## src/rtl/muldiv_pkg.sv

```systemverilog
// Package: muldiv_pkg
// Shared types for the RV32M multiply/divide sequencer.
//   muldiv_op_e    : funct3 encoding of the eight M-extension operations
//   muldiv_state_e : sequencer FSM states (IDLE, RUN, DONE)
//   MULDIV_XLEN    : default operand/result width
// Optional build macro used by the sequencer: MULDIV_FAST_MUL_EN
package muldiv_pkg;

    localparam int MULDIV_XLEN = 32;

    typedef enum logic [2:0] {
        OP_MUL    = 3'b000,
        OP_MULH   = 3'b001,
        OP_MULHSU = 3'b010,
        OP_MULHU  = 3'b011,
        OP_DIV    = 3'b100,
        OP_DIVU   = 3'b101,
        OP_REM    = 3'b110,
        OP_REMU   = 3'b111
    } muldiv_op_e;

    typedef enum logic [1:0] {
        ST_IDLE = 2'd0,
        ST_RUN  = 2'd1,
        ST_DONE = 2'd2
    } muldiv_state_e;

endpackage

```

## src/rtl/muldiv_iter_step.sv

```systemverilog
// Module: muldiv_iter_step
// One combinational iteration of the sequencer datapath. The {hi, lo} pair
// is the working register; operand is the multiplicand or the divisor.
//   is_div   in  : 1 = restoring-divide step, 0 = shift-add multiply step
//   hi, lo   in  : current working register halves
//   operand  in  : multiplicand (multiply) or divisor (divide), magnitude
//   hi_next  out : next upper half (partial product / partial remainder)
//   lo_next  out : next lower half (multiplier bits / quotient bits)
module muldiv_iter_step
    import muldiv_pkg::*;
#(
    parameter int XLEN = MULDIV_XLEN
) (
    input  logic            is_div,
    input  logic [XLEN-1:0] hi,
    input  logic [XLEN-1:0] lo,
    input  logic [XLEN-1:0] operand,
    output logic [XLEN-1:0] hi_next,
    output logic [XLEN-1:0] lo_next
);

    logic [XLEN:0] sum;
    logic [XLEN:0] shifted;
    logic [XLEN:0] trial;

    // Multiply: add the multiplicand when the current multiplier LSB is set,
    // then shift the whole {carry, hi, lo} right so the next multiplier bit
    // reaches lo[0]. Divide: shift the next dividend bit into the partial
    // remainder and keep the trial difference only if it did not go negative;
    // the quotient bit enters at lo[0] as the dividend bits leave at the top.
    always_comb begin
        sum     = {1'b0, hi} + (lo[0] ? {1'b0, operand} : {(XLEN+1){1'b0}});
        shifted = {hi, lo[XLEN-1]};
        trial   = shifted - {1'b0, operand};
        hi_next = sum[XLEN:1];
        lo_next = {sum[0], lo[XLEN-1:1]};
        if (is_div) begin
            if (!trial[XLEN]) begin
                hi_next = trial[XLEN-1:0];
                lo_next = {lo[XLEN-2:0], 1'b1};
            end else begin
                hi_next = shifted[XLEN-1:0];
                lo_next = {lo[XLEN-2:0], 1'b0};
            end
        end
    end

endmodule

```

## src/rtl/muldiv_sequencer.sv

```systemverilog
// Module: muldiv_sequencer
// Multi-cycle RV32M MUL/MULH/MULHSU/MULHU/DIV/DIVU/REM/REMU unit for the
// execute stage. Works on operand magnitudes for XLEN iterations and applies
// the sign correction as the result is registered on entry to DONE.
// Divide by zero and signed overflow skip the iteration (done one cycle
// after acceptance).
// Build option: MULDIV_FAST_MUL_EN - multiplies use a single '*' and take
// the one-cycle path; without it every multiply iterates.
// Ports:
//   clk, rst        : rising-edge clock, asynchronous active-high reset
//   start, funct3   : issue request and M-op select (sampled only in IDLE)
//   srcA, srcB      : rs1/rs2 operands, captured on an accepted start
//   flush           : abandons the in-flight op, no done is produced
//   busy            : high while iterating (drives the hazard stall)
//   done            : one-cycle pulse, result valid
//   result          : registered result, held until the next done
module muldiv_sequencer
    import muldiv_pkg::*;
#(
    parameter int XLEN = MULDIV_XLEN
) (
    input  logic            clk,
    input  logic            rst,
    input  logic            start,
    input  logic [2:0]      funct3,
    input  logic [XLEN-1:0] srcA,
    input  logic [XLEN-1:0] srcB,
    input  logic            flush,
    output logic            busy,
    output logic            done,
    output logic [XLEN-1:0] result
);

    localparam int CNT_W = $clog2(XLEN);

    muldiv_state_e   state;
    muldiv_op_e      op_q;
    logic [CNT_W-1:0] cnt;
    logic [XLEN-1:0] hi_q, lo_q, opnd_q;
    logic            neg_main_q, neg_rem_q;

    muldiv_op_e      op_in;
    logic            a_neg, b_neg;
    logic [XLEN-1:0] a_mag, b_mag;
    logic            div_by_zero, div_ovf, fast_hit;
    logic [XLEN-1:0] fast_val;

    logic [XLEN-1:0]   hi_next, lo_next;
    logic [2*XLEN-1:0] prod_fix;
    logic [XLEN-1:0]   final_val;

    assign op_in = muldiv_op_e'(funct3);

    // Operand conditioning at acceptance: MULHSU only treats srcA as signed,
    // and the unsigned ops never negate.
    assign a_neg = srcA[XLEN-1] && (op_in inside {OP_MULH, OP_MULHSU, OP_DIV, OP_REM});
    assign b_neg = srcB[XLEN-1] && (op_in inside {OP_MULH, OP_DIV, OP_REM});
    assign a_mag = a_neg ? -srcA : srcA;
    assign b_mag = b_neg ? -srcB : srcB;

    assign div_by_zero = funct3[2] && (srcB == '0);
    assign div_ovf     = (op_in inside {OP_DIV, OP_REM})
                         && (srcA == {1'b1, {(XLEN-1){1'b0}}})
                         && (srcB == '1);

    // Results that need no iteration. funct3[1] separates REM/REMU from
    // DIV/DIVU; the multiply branch exists only in the fast-multiply build.
`ifdef MULDIV_FAST_MUL_EN
    logic [2*XLEN-1:0] ext_a, ext_b, prod_fast;
    assign ext_a     = {{XLEN{a_neg ? 1'b1 : 1'b0}}, srcA};
    assign ext_b     = {{XLEN{b_neg ? 1'b1 : 1'b0}}, srcB};
    assign prod_fast = ext_a * ext_b;
    assign fast_hit  = !funct3[2] || div_by_zero || div_ovf;
`else
    assign fast_hit  = div_by_zero || div_ovf;
`endif

    always_comb begin
        fast_val = '0;
        if (div_by_zero) begin
            fast_val = funct3[1] ? srcA : '1;
        end else if (div_ovf) begin
            fast_val = funct3[1] ? '0 : srcA;
        end
`ifdef MULDIV_FAST_MUL_EN
        else if (!funct3[2]) begin
            fast_val = (op_in == OP_MUL) ? prod_fast[XLEN-1:0] : prod_fast[2*XLEN-1:XLEN];
        end
`endif
    end

    muldiv_iter_step #(.XLEN(XLEN)) u_step (
        .is_div  (op_q[2]),
        .hi      (hi_q),
        .lo      (lo_q),
        .operand (opnd_q),
        .hi_next (hi_next),
        .lo_next (lo_next)
    );

    // Sign correction applied to the output of the final iteration, so the
    // registered result is already final in the DONE cycle.
    always_comb begin
        prod_fix  = neg_main_q ? -{hi_next, lo_next} : {hi_next, lo_next};
        final_val = prod_fix[2*XLEN-1:XLEN];
        case (op_q)
            OP_MUL:           final_val = prod_fix[XLEN-1:0];
            OP_DIV, OP_DIVU:  final_val = neg_main_q ? -lo_next : lo_next;
            OP_REM, OP_REMU:  final_val = neg_rem_q ? -hi_next : hi_next;
            default:          final_val = prod_fix[2*XLEN-1:XLEN];
        endcase
    end

    // Sequencer FSM. Flush beats both a new start in IDLE and the final
    // iteration in RUN; a flushed op leaves result untouched.
    always_ff @(posedge clk or posedge rst) begin
        if (rst) begin
            state      <= ST_IDLE;
            op_q       <= OP_MUL;
            cnt        <= '0;
            hi_q       <= '0;
            lo_q       <= '0;
            opnd_q     <= '0;
            neg_main_q <= 1'b0;
            neg_rem_q  <= 1'b0;
            result     <= '0;
        end else begin
            case (state)
                ST_IDLE: begin
                    if (start && !flush) begin
                        op_q <= op_in;
                        if (fast_hit) begin
                            result <= fast_val;
                            state  <= ST_DONE;
                        end else begin
                            hi_q       <= '0;
                            lo_q       <= a_mag;
                            opnd_q     <= b_mag;
                            neg_main_q <= a_neg ^ b_neg;
                            neg_rem_q  <= a_neg;
                            cnt        <= '0;
                            state      <= ST_RUN;
                        end
                    end
                end
                ST_RUN: begin
                    if (flush) begin
                        state <= ST_IDLE;
                    end else begin
                        hi_q <= hi_next;
                        lo_q <= lo_next;
                        cnt  <= cnt + 1'b1;
                        if (cnt == CNT_W'(XLEN-1)) begin
                            result <= final_val;
                            state  <= ST_DONE;
                        end
                    end
                end
                ST_DONE: state <= ST_IDLE;
                default: state <= ST_IDLE;
            endcase
        end
    end

    assign busy = (state == ST_RUN);
    assign done = (state == ST_DONE);

endmodule
```

## config.mk

```make
export PLATFORM = sky130hd
export DESIGN_NAME = muldiv_sequencer
export DESIGN_NICKNAME = d
export VERILOG_FILES = /design/src/rtl/muldiv_pkg.sv /design/src/rtl/muldiv_iter_step.sv /design/src/rtl/muldiv_sequencer.sv
export SDC_FILE = /design/constraint.sdc
export NUM_CORES = 1
export LEC_CHECK = 0
export ABC_AREA = 0
export BUFFER_PORTS_ARGS = -buffer_cell sky130_fd_sc_hd__clkbuf_2
export CAP_MARGIN = 20
export CORE_ASPECT_RATIO = 1.2
export CORE_MARGIN = 1.5
export CORE_UTILIZATION = 60
export DETAILED_ROUTE_END_ITERATION = 16
export GPL_TIMING_DRIVEN = 0
export PLACE_DENSITY = 0.9
export SLEW_MARGIN = 10
export SYNTH_ARGS = -nofsm -noshare
export SYNTH_HDL_FRONTEND = slang
export SYNTH_HIERARCHICAL = 1
export SYNTH_SLANG_ARGS = --single-unit
```

## constraint.sdc

```tcl
create_clock -name clk -period 6.8 [get_ports clk]
set_input_delay 1.36 -clock clk [delete_from_list [all_inputs] [get_ports clk]]
set_output_delay 1.36 -clock clk [all_outputs]
set_load 0.02 [all_outputs]
```

==> results by group, run 1 <==
Status
  – Status: finished, final reports clean

Finish
  – P&R area growth vs syn: 11.2%
  – Post-layout util: between 60% and 70%
  – Final cell count without fillers: about 2500
  – Fin nets: 2320
  – Fill cell count: approximately 2100
  – Final instance area: roughly 17000 sq um
  – Share of layout cells above drive strength 1: a little under an eighth

Timing
  – Max frequency: between 150 and 200 MHz
  – Endpoints failing setup: 0
  – Max_slew headroom: between 20 and 30%
  – Final hold vios: 0
  – Post-route setup TNS: 0 ns
  – Post-route setup slack: 0.220 ns
  – Final slew viol count: 0
  – Worst-Margin Slew: between 1 and 1.5 ns
  – Clk_skew: 0.0159 ns
  – Min Clock Period, post-route: roughly 6.6 ns
  – WHS: 0.490 ns
  – Tcrit/Tclk final: about 97%

Power and ir drop
  – Sw power: approximately 2.7 mW
  – Pwr Density: roughly 300 nW/um^2
  – Internal: 2.46 mW
  – Max IR drop VDD: 174 uV
  – Lkg Pwr: just over 7 nW
  – Overall power: between 5 and 6 mW
  – Sw frac: 52.0%
  – Reg power frac: about 23%
  – Clock power share: between 10% and 20%
  – Gate power share: 59.3%

Die
  – Initial Utilization: between 60% and 70%
  – # IOs: 105
  – Die area: about 26000 sq um
  – Die width: about 150 microns
  – Core area: 24800 sq um
  – FP Rows: 63
  – Die H: between 150 and 200 microns

Synthesis
  – Area leader, netlist: dfrtp_1
  – Synth area leaders: dfrtp_1 23%, a21oi_1 6.7%, nand2_1 5.9%
  – Post-synth top flop: dfrtp_1
  – Mapped Area: around 15000 sq um
  – Leading cell type by number of instances after synthesis: nand2_1
  – Synthesis Warnings: 6
  – Top cell type's share of synthesized area: between 20 and 25%
  – Post-synth ARST share: 100%
  – Post-synth top cells: 237 x nand2_1, 202 x a21oi_1, 181 x nor2_1, 143 x o21ai_0, 140 x dfrtp_1
  – Avg Cell Area, Syn: 7.44 sq um
  – Synth Net Count: about 2200
  – Sequential share of the synthesized area: between 20% and 30%
  – Register bit total from synthesis: 140
  – Count of unique library cells instantiated by Yosys: 88
  – EDFF count, synth: 0
  – Post-synthesis cell count: 2040

Placement
  – DP Worst Slack: 0.100 ns
  – Buffers on Ports: ~100
  – Routability cong.: about 1.1
  – DP Cell Count: between 2000 and 2500
  – Hpwl dp: 50800 microns
  – Placed cell area: around 16000 sq um

Drt
  – Vias: around 18000
  – Routed length per instance: between 20 and 30 microns
  – Vias/cell: around 7.0
  – Routed WL: 64700 microns
  – Drt pass-1 iters: 6
  – Residual DRC count: 0
  – Starting DRT DRC Count: around 2300
  – Antenna-violating nets left: 0

Worst setup path
  – Critical path class: flip-flop to flip-flop
  – Setup crit end kind: flip-flop
  – CP startpoint: lo_q[31]
  – Slowest Stage Delay on Critical Path: between 0.6 and 0.7 ns
  – Slowest-stage cell, CP: nor4_1
  – CP required: between 7 and 8 ns
  – Largest fanout on the critical path: 10
  – Top cell by count, worst path: a21oi_1
  – Reg2Reg Launch Point: lo_q[31]
  – CP cell instances: inv_1, ha_1, fa_1, nand2b_1, a21oi_1, o21a_1, o31ai_2, a21oi_2, o21ai_2, xnor2_4, mux2_2, a21oi_1, inv_1, ha_2, or4b_1, clkbuf_1, nand4b_1, nor4_1, o21ai_0, a21oi_1, o221ai_1, a32o_1
  – Critical Path Source Type: flip-flop
  – Worst R2R Setup Slack: approximately 0.22 ns
  – Crit path arrival time: ~6.9 ns

GRT
  – Initial antenna violation count: 3
  – Vias in the first global route: 16800
  – Grt total ovfl: 0
  – Wire length of the first global-routing pass: 97200 microns
  – Largest net degree at the start of global routing: between 80 and 90
  – Total track usage: 49.1%

Clock network
  – Clk sink count: 140
  – CTS tree: done
  – Hold_buf cts: 0
  – Root buf cell: clkbuf_16
  – Clock tree buffer depth: 2
  – Worst-skew pair later-pin latency: between 0.4 and 0.5 ns
  – H-tree depth: 4
  – CTS buffer count: 17
  – Clock slew at reported path FFs: 0.07 ns

Min path
  – Min-Delay Path Class: flip-flop to flip-flop
  – Min-Delay Startpoint: lo_q[31]

Run
  – Maxcap violations: 0
==> state kept, by name, summed over array words and instances (netlist names), 2 cells and up <==
register  cells
cnt           5
hi_q         32
lo_q         32
op_q          3
opnd_q       32
result       32
state         2
==> path summary, 6_finish.rpt <==
| path | end | depth (start not counted) |
|---|---|---|
| min reg2reg | lo_q[31] | 2 |
| min in group asynchronous | lo_q[5] | 2 |
| max | result[30] | 22 |
| max reg2reg | result[30] | 22 |
| max in group asynchronous | hi_q[26] | 3 |
| min | lo_q[31] | 2 |
==> cell usage in the layout (no fill, tap or decap), types with 18 or more instances in the layout <==
| master | n |
|---|---|
| nand2_1 | 237 |
| a21oi_1 | 202 |
| nor2_1 | 181 |
| o21ai_0 | 142 |
| dfrtp_1 | 140 |
| clkbuf_1 | 109 |
| clkbuf_2 | 107 |
| xnor2_1 | 77 |
| xor2_1 | 71 |
| ha_1 | 70 |
| inv_1 | 65 |
| o31ai_1 | 58 |
| nor3_1 | 49 |
| mux2_2 | 43 |
| and2_1 | 38 |
| nand4_1 | 35 |
| mux2i_1 | 35 |
| nand3_1 | 33 |
| nor4_1 | 29 |
| a31oi_1 | 29 |
| a21o_1 | 27 |
| a211oi_1 | 23 |
| or4_1 | 20 |
| or3_1 | 20 |
| nand2b_1 | 18 |
==> timing repair <==
| action | CTS | global route |
|---|---|---|
| buffers inserted | 0 | 7 |
| resized for setup | 0 | 13 |
| endpoints found under the setup margin | 0 | 16 |
==> layout make-up <==
cell class                 count  area [sq um]  share of cell area [%]
multi-input combinational   1695         10900                    64.9
clock inverter                14           129                   0.764
buffer                       138           557                    3.30
sequential                   140          3500                    20.8
antenna                        2          5.00                  0.0297
clock buffer                  18           439                    2.60
tap                          325           407                    2.41
inverter                      67           256                    1.52
timing repair buffer         117           629                    3.73
==> cells by family after synthesis <==
group	share of synthesized area, %
AO/OA/AOI/OAI	27.2
buffers and inverters	5.32
XOR/XNOR	8.73
AND/OR/NAND/NOR	24.1
multiplexers	5.50
adder cells (fa/ha/maj)	6.12
flip-flops	23.1
==> critical path, delay by kind of cell, from the launching register on <==
family          cells  cell delay (ns)
mux                 1             0.24
flops               1             0.34
xor+xnor            1             0.38
simple gates        4             1.83
buf+inv             3             0.50
compound gates     10             2.25
fa+ha+maj           3             0.92
==> power groups by stage <==
| stage | Clock [mW] | Combinational, mW | Sequential (mW) |
|---|---|---|---|
| 2_1_floorplan | 0 | 2.01 | 1.07 |
| 4_1_cts | 0.920 | 2.85 | 1.15 |
| 5_1_grt | 0.957 | 3.22 | 1.16 |
| 6_report | 0.933 | 3.04 | 1.16 |
| 3_5_place_dp | 0 | 2.83 | 1.16 |
| 3_3_place_gp | 0 | 2.78 | 1.16 |
==> routing by layer <==
layer	GRT usage, %	vias to the layer above	wire length (microns)
met5	0	-	0
met4	46.2	0	7220
met3	10.1	434	5890
met2	78.5	1249	28900
met1	54.4	8222	22600
li1	-	7773	-
Note: power is estimated with default switching activity, not from simulation.
==> run 2, diff against run 1 <==
clock period = 6.1 ns   (was 6.8 ns; I/O delays follow)
==> run 2 against run 1 <==
- wire length is 0.83% higher
- core utilization rose by 0.79 points
- critical path depth unchanged
- power up 13%
- sequential power increased by 11%
- non-clock buffer count up 10
- clock power rose by 11%
==> results by group, run 2 (synthesized netlist as in run 1, its figures left out) <==
Placement
  – Buffers on Ports: 104 (unchanged)
  – DP Worst Slack: -0.600 ns (-0.700 ns)
  – Routability cong.: 1.13 (unchanged)
  – DP Cell Count: 2474 (unchanged)
  – Hpwl dp: 50800 microns (unchanged)

Timing
  – Endpoints failing setup: 0 (unchanged)
  – Min Clock Period, post-route: 6.03 ns (-0.545 ns)
  – Max frequency: 166 MHz (+9.0%)
  – Final hold vios: 0 (unchanged)
  – WHS: 0.488 ns (-0.00132 ns)
  – Max_slew headroom: 20.7% (-4.7 points)
  – Tcrit/Tclk final: 98.9% (+2.2 points)
  – RSZ-0062 raised after global routing: yes
  – Clk_skew: 0.0152 ns (-0.000626 ns)
  – Worst-Margin Slew: 1.19 ns (+0.0785 ns)
  – Final slew viol count: 0 (unchanged)
  – Post-route setup slack: 0.0652 ns (-0.155 ns)

Clock network
  – H-tree depth: 4 (unchanged)
  – Root buf cell: clkbuf_16
  – Clock slew at reported path FFs: 0.07 ns (about the same)
  – Clk sink count: 140 (unchanged)
  – Worst-skew pair later-pin latency: 0.45 ns (about the same)
  – CTS buffer count: 17 (unchanged)
  – Clock tree buffer depth: 2 (unchanged)
  – CTS tree: done

Die
  – # IOs: 105 (unchanged)
  – FP Rows: 63 (unchanged)
  – Die H: 177 microns (unchanged)
  – Die area: 26300 sq um (unchanged)
  – Die width: 148 microns (unchanged)
  – Initial Utilization: 61.3% (unchanged)
  – Core area: 24800 sq um (unchanged)

GRT
  – Largest net degree at the start of global routing: 84 (unchanged)
  – Wire length of the first global-routing pass: 97400 microns (+0.23%)
  – Total track usage: 49.2% (+0.061 points)
  – Initial antenna violation count: 1 (-2)
  – Vias in the first global route: 16900 (+0.39%)
  – Grt total ovfl: 0 (unchanged)

Min path
  – Hold EP: lo_q[31]
  – Min-Delay Path Class: flip-flop to flip-flop
  – Min-Delay Startpoint: lo_q[31]
  – Hold Crit Depth: 2 (unchanged)

Status
  – Status: finished, final reports clean

Run
  – Maxcap violations: 0 (unchanged)

Worst setup path
  – Crit path arrival time: 6.38 ns (-0.54 ns)
  – Critical Path Source Type: flip-flop
  – Largest fanout on the critical path: 7 (-3)
  – Critical path class: flip-flop to flip-flop
  – Worst R2R Setup Slack: 0.07 ns (-0.15 ns)
  – CP required: 6.45 ns (-0.69 ns)
  – CP startpoint: lo_q[31]
  – Reg-to-Reg End: result[26]
  – Register-to-Register Path Depth: 22 (unchanged)
  – Setup crit end kind: flip-flop
  – Reg2Reg Launch Point: lo_q[31]

Drt
  – Antenna-violating nets left: 0 (unchanged)
  – Residual DRC count: 0 (unchanged)
  – Met2 wire length: 29200 microns (+0.85%)
  – Vias: 17800 (+0.55%)
  – DRT met1 WL: 22600 microns (about the same)
  – Drt pass-1 iters: 8 (+2)
  – Met3 WL: 6210 microns (+5.4%)
  – Vias/cell: 7.04 (+0.23%)
  – Routed length per instance: 25.8 microns (+0.51%)
  – Routed WL: 65200 microns (+0.83%)
  – Max layer used: met4
  – Starting DRT DRC Count: 2141 (-8.5%)

Power and ir drop
  – Pwr Density: 341 nW/um^2 (+12%)
  – Lkg Pwr: 7.13 nW (+1.1%)
  – Max IR drop VDD: 203 uV (+17%)
  – Overall power: 5.82 mW (+13%)

Finish
  – Final cell count without fillers: 2524 (+0.32%)
  – Fin nets: 2330 (+0.43%)
  – P&R area growth vs syn: 12.5%
  – Fill cell count: 2113 (-1.3%)
  – Most frequent cells in the layout: 237 x nand2_1, 199 x a21oi_1, 181 x nor2_1
  – Commonest non-fill, non-tap cell in the layout: nand2_1
  – Share of layout cells above drive strength 1: 13.2% (+1.4 points)
  – Antenna fix cells: 0 (-2)
-- run 2: changes by cell type in the layout (fill, tap and decap cells not counted), sizes merged --
cell / change
clkbuf: -2
diode: -2
buf: +12
-- run 2: report_power, final --
part           switching (mW)  total, mW  internal (mW)
Sequential              0.213       1.29           1.08
Clock                   0.494       1.04          0.546
Combinational            2.31       3.49           1.17
Total                    3.02       5.82           2.80
-- run 2: stage by stage --
| stage | util, % | area (sq um) | TNS, ns |
|---|---|---|---|
| after floorplan | - | 15200 | 0 |
| after global placement | 65.0 | 16100 | -50.69 |
| after detailed placement | 65.3 | 16200 | -6.52 |
| after CTS | 68.4 | 16900 | 0 |
| after global routing | 69.0 | 17100 | -0.214 |
| final | 69.0 | 17100 | 0 |
-- run 2: timing repair --
action                     CTS  global route
pin swaps                    4             6
buffers inserted            10             7
setup endpoints to repair   21            22
hold buffers                 0             0
gates cloned                 0             0
gates resized for setup     26            23
-- run 2: critical path: stages (launching register included) --
cell and delay (ns):
dfrtp_1 0.34, inv_1 0.08, ha_1 0.24, fa_1 0.41, nand2b_1 0.22, a21oi_2 0.18
o21a_2 0.20, o31ai_4 0.11, a21oi_4 0.25, o21ai_4 0.12, xnor2_4 0.30, mux2_2 0.23
a21oi_1 0.21, inv_1 0.18, ha_2 0.30, or4b_1 0.45, buf_2 0.20, or4_4 0.57
or4_1 0.59, o31ai_2 0.23, xnor2_1 0.14, a21oi_1 0.11, o31ai_1 0.25
-- run 2: cell type report --
cell class | instances | area [sq um] | share of cell area (%)
Tap cell | 325 | 407 | 2.38
Multi-Input combinational cell | 1695 | 11100 | 64.8
Sequential cell | 140 | 3510 | 20.5
Inverter | 67 | 256 | 1.50
Buffer | 138 | 567 | 3.32
Timing Repair Buffer | 127 | 704 | 4.13
Clock buffer | 18 | 439 | 2.57
Clock inverter | 14 | 129 | 0.755
-- run 2: routing by layer --
layer  vias up  GRT usage, %
met4         0          45.8
met3       440          10.1
met5         -         0.192
met2      1242          79.1
li1       7782             -
met1      8311          54.2
-- run 2: how the worst max path moves through the flow --
stage            endpoint  slack (ns)  cells past startpoint
5_1_grt        result[26]       -0.10                     22
2_1_floorplan  result[26]        0.86                     19
6_report       result[26]        0.07                     22
3_5_place_dp   result[30]       -0.60                     21
4_1_cts        result[25]       0.004                     21
3_3_place_gp   result[18]       -0.85                     20
